File: src/rtl/tcam_access_arbiter.sv
// tcam_access_arbiter: shares the cache TCAM between key lookups and entry writes, one operation outstanding
`timescale 1ns/1ps
module tcam_access_arbiter #(
  parameter int KEY_WIDTH = 32,
  parameter int TCAM_MATCH_ADDR = 10,
  parameter int MAX_LKP_BURST = 4,
  parameter int TIMEOUT_CYCLES = 64
) (
  input  logic                       axis_aclk,
  input  logic                       axis_reset,
  input  logic                       lkp_valid,
  output logic                       lkp_ready,
  input  logic [KEY_WIDTH-1:0]       lkp_key,
  input  logic [KEY_WIDTH-1:0]       lkp_mask,
  input  logic                       wr_valid,
  output logic                       wr_ready,
  input  logic [TCAM_MATCH_ADDR-1:0] wr_addr,
  input  logic [KEY_WIDTH-1:0]       wr_key,
  input  logic [KEY_WIDTH-1:0]       wr_mask,
  output logic                       tcam_req_valid,
  output logic                       tcam_req_wr,
  output logic [TCAM_MATCH_ADDR-1:0] tcam_req_addr,
  output logic [KEY_WIDTH-1:0]       tcam_req_key,
  output logic [KEY_WIDTH-1:0]       tcam_req_mask,
  input  logic                       tcam_busy,
  input  logic                       tcam_end,
  input  logic                       tcam_match,
  input  logic [TCAM_MATCH_ADDR-1:0] tcam_match_addr,
  output logic                       res_valid,
  output logic                       res_match,
  output logic [TCAM_MATCH_ADDR-1:0] res_addr,
  output logic                       res_timeout,
  output logic [15:0]                stat_timeout_cnt
);
  typedef enum logic [1:0] {IDLE, ISSUE, WAIT_LKP, WAIT_WR} state_t;
  state_t state, state_nxt;
  logic [3:0] burst_cnt;
  logic [7:0] wait_cnt;
  logic grant_lkp, lkp_acc, wr_acc, waiting, expire;
  logic cap_wr;
  logic [TCAM_MATCH_ADDR-1:0] cap_addr;
  logic [KEY_WIDTH-1:0] cap_key, cap_mask;
  assign grant_lkp = lkp_valid && !(wr_valid && burst_cnt == 4'(MAX_LKP_BURST));
  assign lkp_ready = state == IDLE && !tcam_busy && grant_lkp;
  assign wr_ready = state == IDLE && !tcam_busy && !grant_lkp;
  assign lkp_acc = lkp_valid && lkp_ready;
  assign wr_acc = wr_valid && wr_ready;
  assign waiting = state == WAIT_LKP || state == WAIT_WR;
  assign expire = waiting && !tcam_end && wait_cnt == 8'(TIMEOUT_CYCLES - 1);
  assign tcam_req_valid = state == ISSUE;
  assign tcam_req_wr = tcam_req_valid && cap_wr;
  assign tcam_req_addr = tcam_req_valid ? cap_addr : '0;
  assign tcam_req_key = tcam_req_valid ? cap_key : '0;
  assign tcam_req_mask = tcam_req_valid ? cap_mask : '0;
  always_comb begin
    state_nxt = state;
    state_nxt = state == IDLE ? ((lkp_acc || wr_acc) ? ISSUE : IDLE) :
                state == ISSUE ? (cap_wr ? WAIT_WR : WAIT_LKP) :
                (tcam_end || expire) ? IDLE : state;
  end
  always_ff @(posedge axis_aclk) begin
    if (axis_reset) begin
      state <= IDLE;
      burst_cnt <= '0;
      wait_cnt <= '0;
      cap_wr <= 1'b0;
      cap_addr <= '0;
      cap_key <= '0;
      cap_mask <= '0;
      res_valid <= 1'b0;
      res_match <= 1'b0;
      res_addr <= '0;
      res_timeout <= 1'b0;
      stat_timeout_cnt <= '0;
    end else begin
      state <= state_nxt;
      if (lkp_acc || wr_acc) begin
        cap_wr <= wr_acc;
        cap_addr <= wr_acc ? wr_addr : '0;
        cap_key <= wr_acc ? wr_key : lkp_key;
        cap_mask <= wr_acc ? wr_mask : lkp_mask;
      end
      burst_cnt <= (wr_acc || (state == IDLE && !wr_valid)) ? '0 : lkp_acc ? burst_cnt + 4'd1 : burst_cnt;
      wait_cnt <= waiting ? wait_cnt + 8'd1 : '0;
      res_valid <= state == WAIT_LKP && (tcam_end || expire);
      res_match <= state == WAIT_LKP && tcam_end && tcam_match;
      res_addr <= (state == WAIT_LKP && tcam_end) ? tcam_match_addr : '0;
      res_timeout <= state == WAIT_LKP && expire;
      if (expire && stat_timeout_cnt != 16'hFFFF) stat_timeout_cnt <= stat_timeout_cnt + 16'd1;
    end
  end
endmodule

File: config.mk
export PLATFORM = sky130hd
export DESIGN_NAME = tcam_access_arbiter
export DESIGN_NICKNAME = d
export VERILOG_FILES = /design/src/rtl/tcam_access_arbiter.sv
export SDC_FILE = /design/constraint.sdc
export NUM_CORES = 1
export LEC_CHECK = 0
export CAP_MARGIN = 20
export CORE_MARGIN = 1.5
export CORE_UTILIZATION = 40
export DETAILED_ROUTE_END_ITERATION = 8
export GPL_ROUTABILITY_DRIVEN = 0
export GPL_TIMING_DRIVEN = 0
export PLACE_DENSITY = 0.81
export SETUP_SLACK_MARGIN = 0.15
export SLEW_MARGIN = 5
export SYNTH_ARGS = -nofsm -noshare
export SYNTH_HDL_FRONTEND = slang
export SYNTH_SLANG_ARGS = --single-unit
File: constraint.sdc
create_clock -name axis_aclk -period 3.01 [get_ports axis_aclk]
set_clock_uncertainty 0.05 [all_clocks]
set_input_delay 0.602 -clock axis_aclk [delete_from_list [all_inputs] [get_ports axis_aclk]]
set_output_delay 0.602 -clock axis_aclk [all_outputs]
set_load 0.005 [all_outputs]
# --- Word-level counts from Yosys, hierarchy flattened ---
# Index checks and enable logic that the tools add are counted.
word_totals:
  ff_bits: 118
  inputBits: 155
  wordCells: 64
op_classes:
  add_sub_neg: 3
  n_eq_ne: 6
  n_mux: 11
  n_bitwise: 2
  n_reduce_logical: 30
op_table:
  columns: ["cell", "n"]
  rows:
  - ["32-bit two-way mux", 4]
  - ["10-bit two-way mux", 2]
  - ["16-bit by 1-bit adder with 16-bit output, second input constant", 1]
  - ["1-bit logical AND", 16]
  - ["16-bit inequality test, second input constant", 1]
  - ["8-bit by 1-bit adder with 8-bit output, second input constant", 1]
  - ["8-bit by 6-bit equality test with 1-bit output, second input constant", 1]
  - ["2-bit two-way mux", 3]
  - ["2-bit OR reduction", 3]
  - ["1-bit zero test", 5]
  - ["4-bit by 1-bit adder with 4-bit output, second input constant", 1]
  - ["2-bit equality test, second input constant", 2]
  - ["4-bit by 3-bit equality test with 1-bit output, second input constant", 1]
  - ["1-bit logical OR", 4]
  - ["3-bit nonzero test", 1]
  - ["2-bit by 1-bit equality test with 1-bit output, second input constant", 1]
  - ["2-bit zero test", 1]
  - ["1-bit two-way mux", 2]
  - ["1-bit inverter", 2]

# --- Longest topological paths before layout ---
logic_depth:
  depth_word: 10
  ltp_mapped: 9
  depth_no_buf: 7

# --- Worst setup path after synthesis ---
# Ideal clock, no wire load.
synth_path:
  kind: "input to register"
  from: "input tcam_end"
  to: "register stat_timeout_cnt[7]"
  arrival_time_ns: 2.295
  required_ns: 2.890
  setup_slack_ns: 0.594
  stages: 5
  path_buffers: 1
  path_cell_list: "or4b_1 or4_4 buf_6 or4_1 a21oi_1"
synth_via:
  elab_chain_len: 4
synth_rtl:
  columns: ["item", "line", "source"]
  rows:
  - ["start, declared", "26", "input logic tcam_end,"]
  - ["1-bit zero test", "49", "assign expire = waiting && !tcam_end && wait_cnt == 8'(TIMEOUT_CYCLES - 1);"]
  - ["1-bit logical AND (2 in series)", "49", null]
  - ["1-bit logical AND", "89", "if (expire && stat_timeout_cnt != 16'hFFFF) stat_timeout_cnt <= stat_timeout_cnt + 16'd1;"]
  - ["end signal, assigned", "89", null]
  - ["end, declared", "33", "output logic [15:0] stat_timeout_cnt"]
# Every way passes these cells.
# A chain may end at the register's enable or synchronous reset.

# --- Worst setup path after layout ---
layout_path:
  from: "register state[0]"
  to: "output tcam_req_mask[10]"
layout_via:
  elab_chain_len: 2
layout_rtl:
  columns: ["item", "line", "source"]
  rows:
  - ["start, declared", "36", "state_t state, state_nxt;"]
  - ["start signal, assigned", "76", "state <= state_nxt;"]
  - ["2-bit by 1-bit equality test with 1-bit output", "50", "assign tcam_req_valid = state == ISSUE;"]
  - ["32-bit two-way mux", "54", "assign tcam_req_mask = tcam_req_valid ? cap_mask : '0;"]
  - ["end, declared", "24", "output logic [KEY_WIDTH-1:0] tcam_req_mask,"]
# Every way passes these cells.

==> metrics.txt <==
status=finished clean; leading area contributor after synthesis=dfxtp_1; Cell Area, Synth=5000 um2; Critical R2R Capture=cap_mask[18]; commonest cells after routing, fill and taps aside=clkdlybuf4s50_1, dfxtp_1, and2_1, nor2_1, a222oi_1; Slew Viols, Final=0; min-delay src=cap_addr[9]; mux contribution to synthesized area=0.425%; peak supply drop=0.406 mV; Worst Hold Class=reg -> reg; most common cell after layout, fill and taps aside=clkdlybuf4s50_1; Tot GR Track Use=a little over a quarter; port bufs=260; grt ovf=0; First-pass DRT Iterations=8; fin crit share=92.9%; reg2reg setup slack=0.48 ns; hpwl dp=13200 um; Crit path required time=about 2.4 ns; worst flop-to-flop path startpoint=burst_cnt[0]; drt wl/cell=between 15 and 20 um; Antenna Nets Post-Route=0; Clock Path Buffers=2; Leakage=0.00314 uW; adder-cell share of the synthesized area=1.00%; syn_area_per_cell=roughly 9.0 um2; WHS Endpoint=cap_addr[9]; DRC Markers=0; Starting Density=roughly 41%; die height=115 um; Synth Instances=555; CTS sink cnt=118; die area=13200 um2; CTS tree=yes; Mapped Nets=714; number of nets in the layout=between 900 and 1k; hold-critical path depth=2; Setup WS post-layout=0.215 ns; dpl ws=-0.324 ns; register area share after synthesis=47.2%; largest net degree at the start of global routing=17; most common flop cell mapped by yosys=dfxtp_1; core area=12100 um2; area delta synth->final=70.4%; crit path DAT=2.14 ns; Compound-Gate Fraction of Synth Area=19.1%; Simple-Gate Fraction of Synth Area=26.6%; initial DRC count=about 700; worst reg-to-reg path cell count=9; max-cap viol count=0; Die X=between 100 and 150 um; Diodes inserted=0; crit-path max FO=10; # rows=40; Synth Area in XOR/XNOR=1.23%; Yosys reg bits=118; slew of the pin with the lowest slew margin=0.879 ns; Ports=262; critical path type=reg -> out; Placed Cells=a little under 1k; CP startpoint kind=register; fillers=just over 900; cts bufs inserted=17; first-pass GRT wire length=roughly 28000 um; CP Capture Type=output port; CTS Root Cell=clkbuf_16; synth top area cells=dfxtp_1, a222oi_1, and2_1; H-tree Lvls=4; largest family of logic cells by synthesized area=simple AND/OR/NAND/NOR gates; Final Instance Count excl. Fillers=around 1.0k; vias per std cell=5.51; drt total wl=approximately 18000 um; via count=about 5.6k; later-pin clock latency in the skew report=0.42 ns; Worst-path clk slew=0.06 ns; Power Density=515 nW/um2; initial antenna violation count=0; yosys warns=0; top-area cell type share of the netlist area=47.2%; max-slew headroom at the worst pin=between 40% and 50%; Final Critical Period=2.80 ns; Final Setup Violations=0; WHS=approximately 0.42 ns; number of flops mapped to enable cells by yosys=0; distinct cell type count of the synthesized netlist=between 40 and 50; final hold violation count=0; vias in the first global route=5737; post-synthesis async set-or-reset flop share=0%; Max Freq=0.358 GHz; share of cells above drive strength 1=6.00%; RSZ-0062 raised after global routing=true
[metrics by stage]
| stage | total power, uW | util (%) | area [um2] | setup TNS [ns] |
|---|---|---|---|---|
| after floorplan | 1890 | - | 5000 | 0 |
| after global placement | 2190 | 64.5 | 7820 | -5.03 |
| after detailed placement | 2210 | 64.5 | 7820 | -8.67 |
| after CTS | 4410 | 70.3 | 8520 | 0 |
| after global routing | 4530 | 70.4 | 8530 | 0 |
| final | 4400 | 70.4 | 8530 | 0 |
[Yosys cell counts, drive strengths merged (2+ instances only)]
library cell    n
a21oi          30
a222oi         64
and2           85
and3            2
clkbuf         48
dfxtp         118
ha              4
inv             9
nand2          18
nand3          20
nand4           7
nor2           74
nor2b           2
nor3            7
nor3b           2
nor4            3
o21ai           7
o31ai          11
or3             6
or4            13
xnor2           4
xor2            3
[worst max-delay path by stage]
stage	end	from
floorplan	stat_timeout_cnt[7]	tcam_end
global placement	lkp_ready	tcam_busy
detailed placement	lkp_ready	tcam_busy
CTS	wr_ready	wr_valid
global route	tcam_req_mask[11]	state[0]
finish	tcam_req_mask[10]	state[0]
[worst max-delay path, cell delays in order (launching register included)]
cell and delay, ns:
dfxtp_2 0.41, and2b_2 0.23, clkbuf_8 0.19, buf_2 0.20, and2_1 0.18, clkdlybuf4s50_1 0.51
[metal layers]
| metal | up-vias | share of wire (%) | global-route usage [%] |
|---|---|---|---|
| met2 | 277 | 53 | 49.6 |
| li1 | 2631 | - | - |
| met5 | - | 0 | 0 |
| met4 | 0 | 1.9 | 9.55 |
| met3 | 30 | 7.8 | 9.44 |
| met1 | 2673 | 37 | 27.6 |
[state kept, by name, summed over array words and instances (netlist names), 2 cells and up]
register / count
burst_cnt: 4
cap_addr: 10
cap_key: 32
cap_mask: 32
res_addr: 10
stat_timeout_cnt: 16
state: 2
wait_cnt: 8
[kinds of logic after synthesis]
kind of cell / after synthesis
compound gates: 118
xor+xnor: 7
simple gates: 248
mux: 2
buf+inv: 58
fa+ha+maj: 4
flops: 118
[final cells by class]
type / count / area, um2 / area share [%]
timing repair buffer: 263 / 2630 / 30.9
clock inverter: 10 / 175 / 2.05
tap: 168 / 210 / 2.46
clock buffer: 22 / 464 / 5.44
buffer: 49 / 221 / 2.60
sequential: 118 / 2360 / 27.7
multi-input combinational: 379 / 2430 / 28.5
inverter: 9 / 33.8 / 0.396
[where the power goes]
part	leakage (uW)	total [uW]	internal (uW)	switching [uW]
registers	0.000961	1670	1630	34.8
logic	0.00186	530	312	218
clock network	0.000318	2200	1500	697
total	0.00314	4400	3450	950
[timing repair]
item,in CTS,in global routing
endpoints found under the setup margin,56,83
hold buffers,0,0
gates resized for setup,16,10
pin swaps,2,2
buffers inserted,3,0
Power figures use the tool's default switching activity.
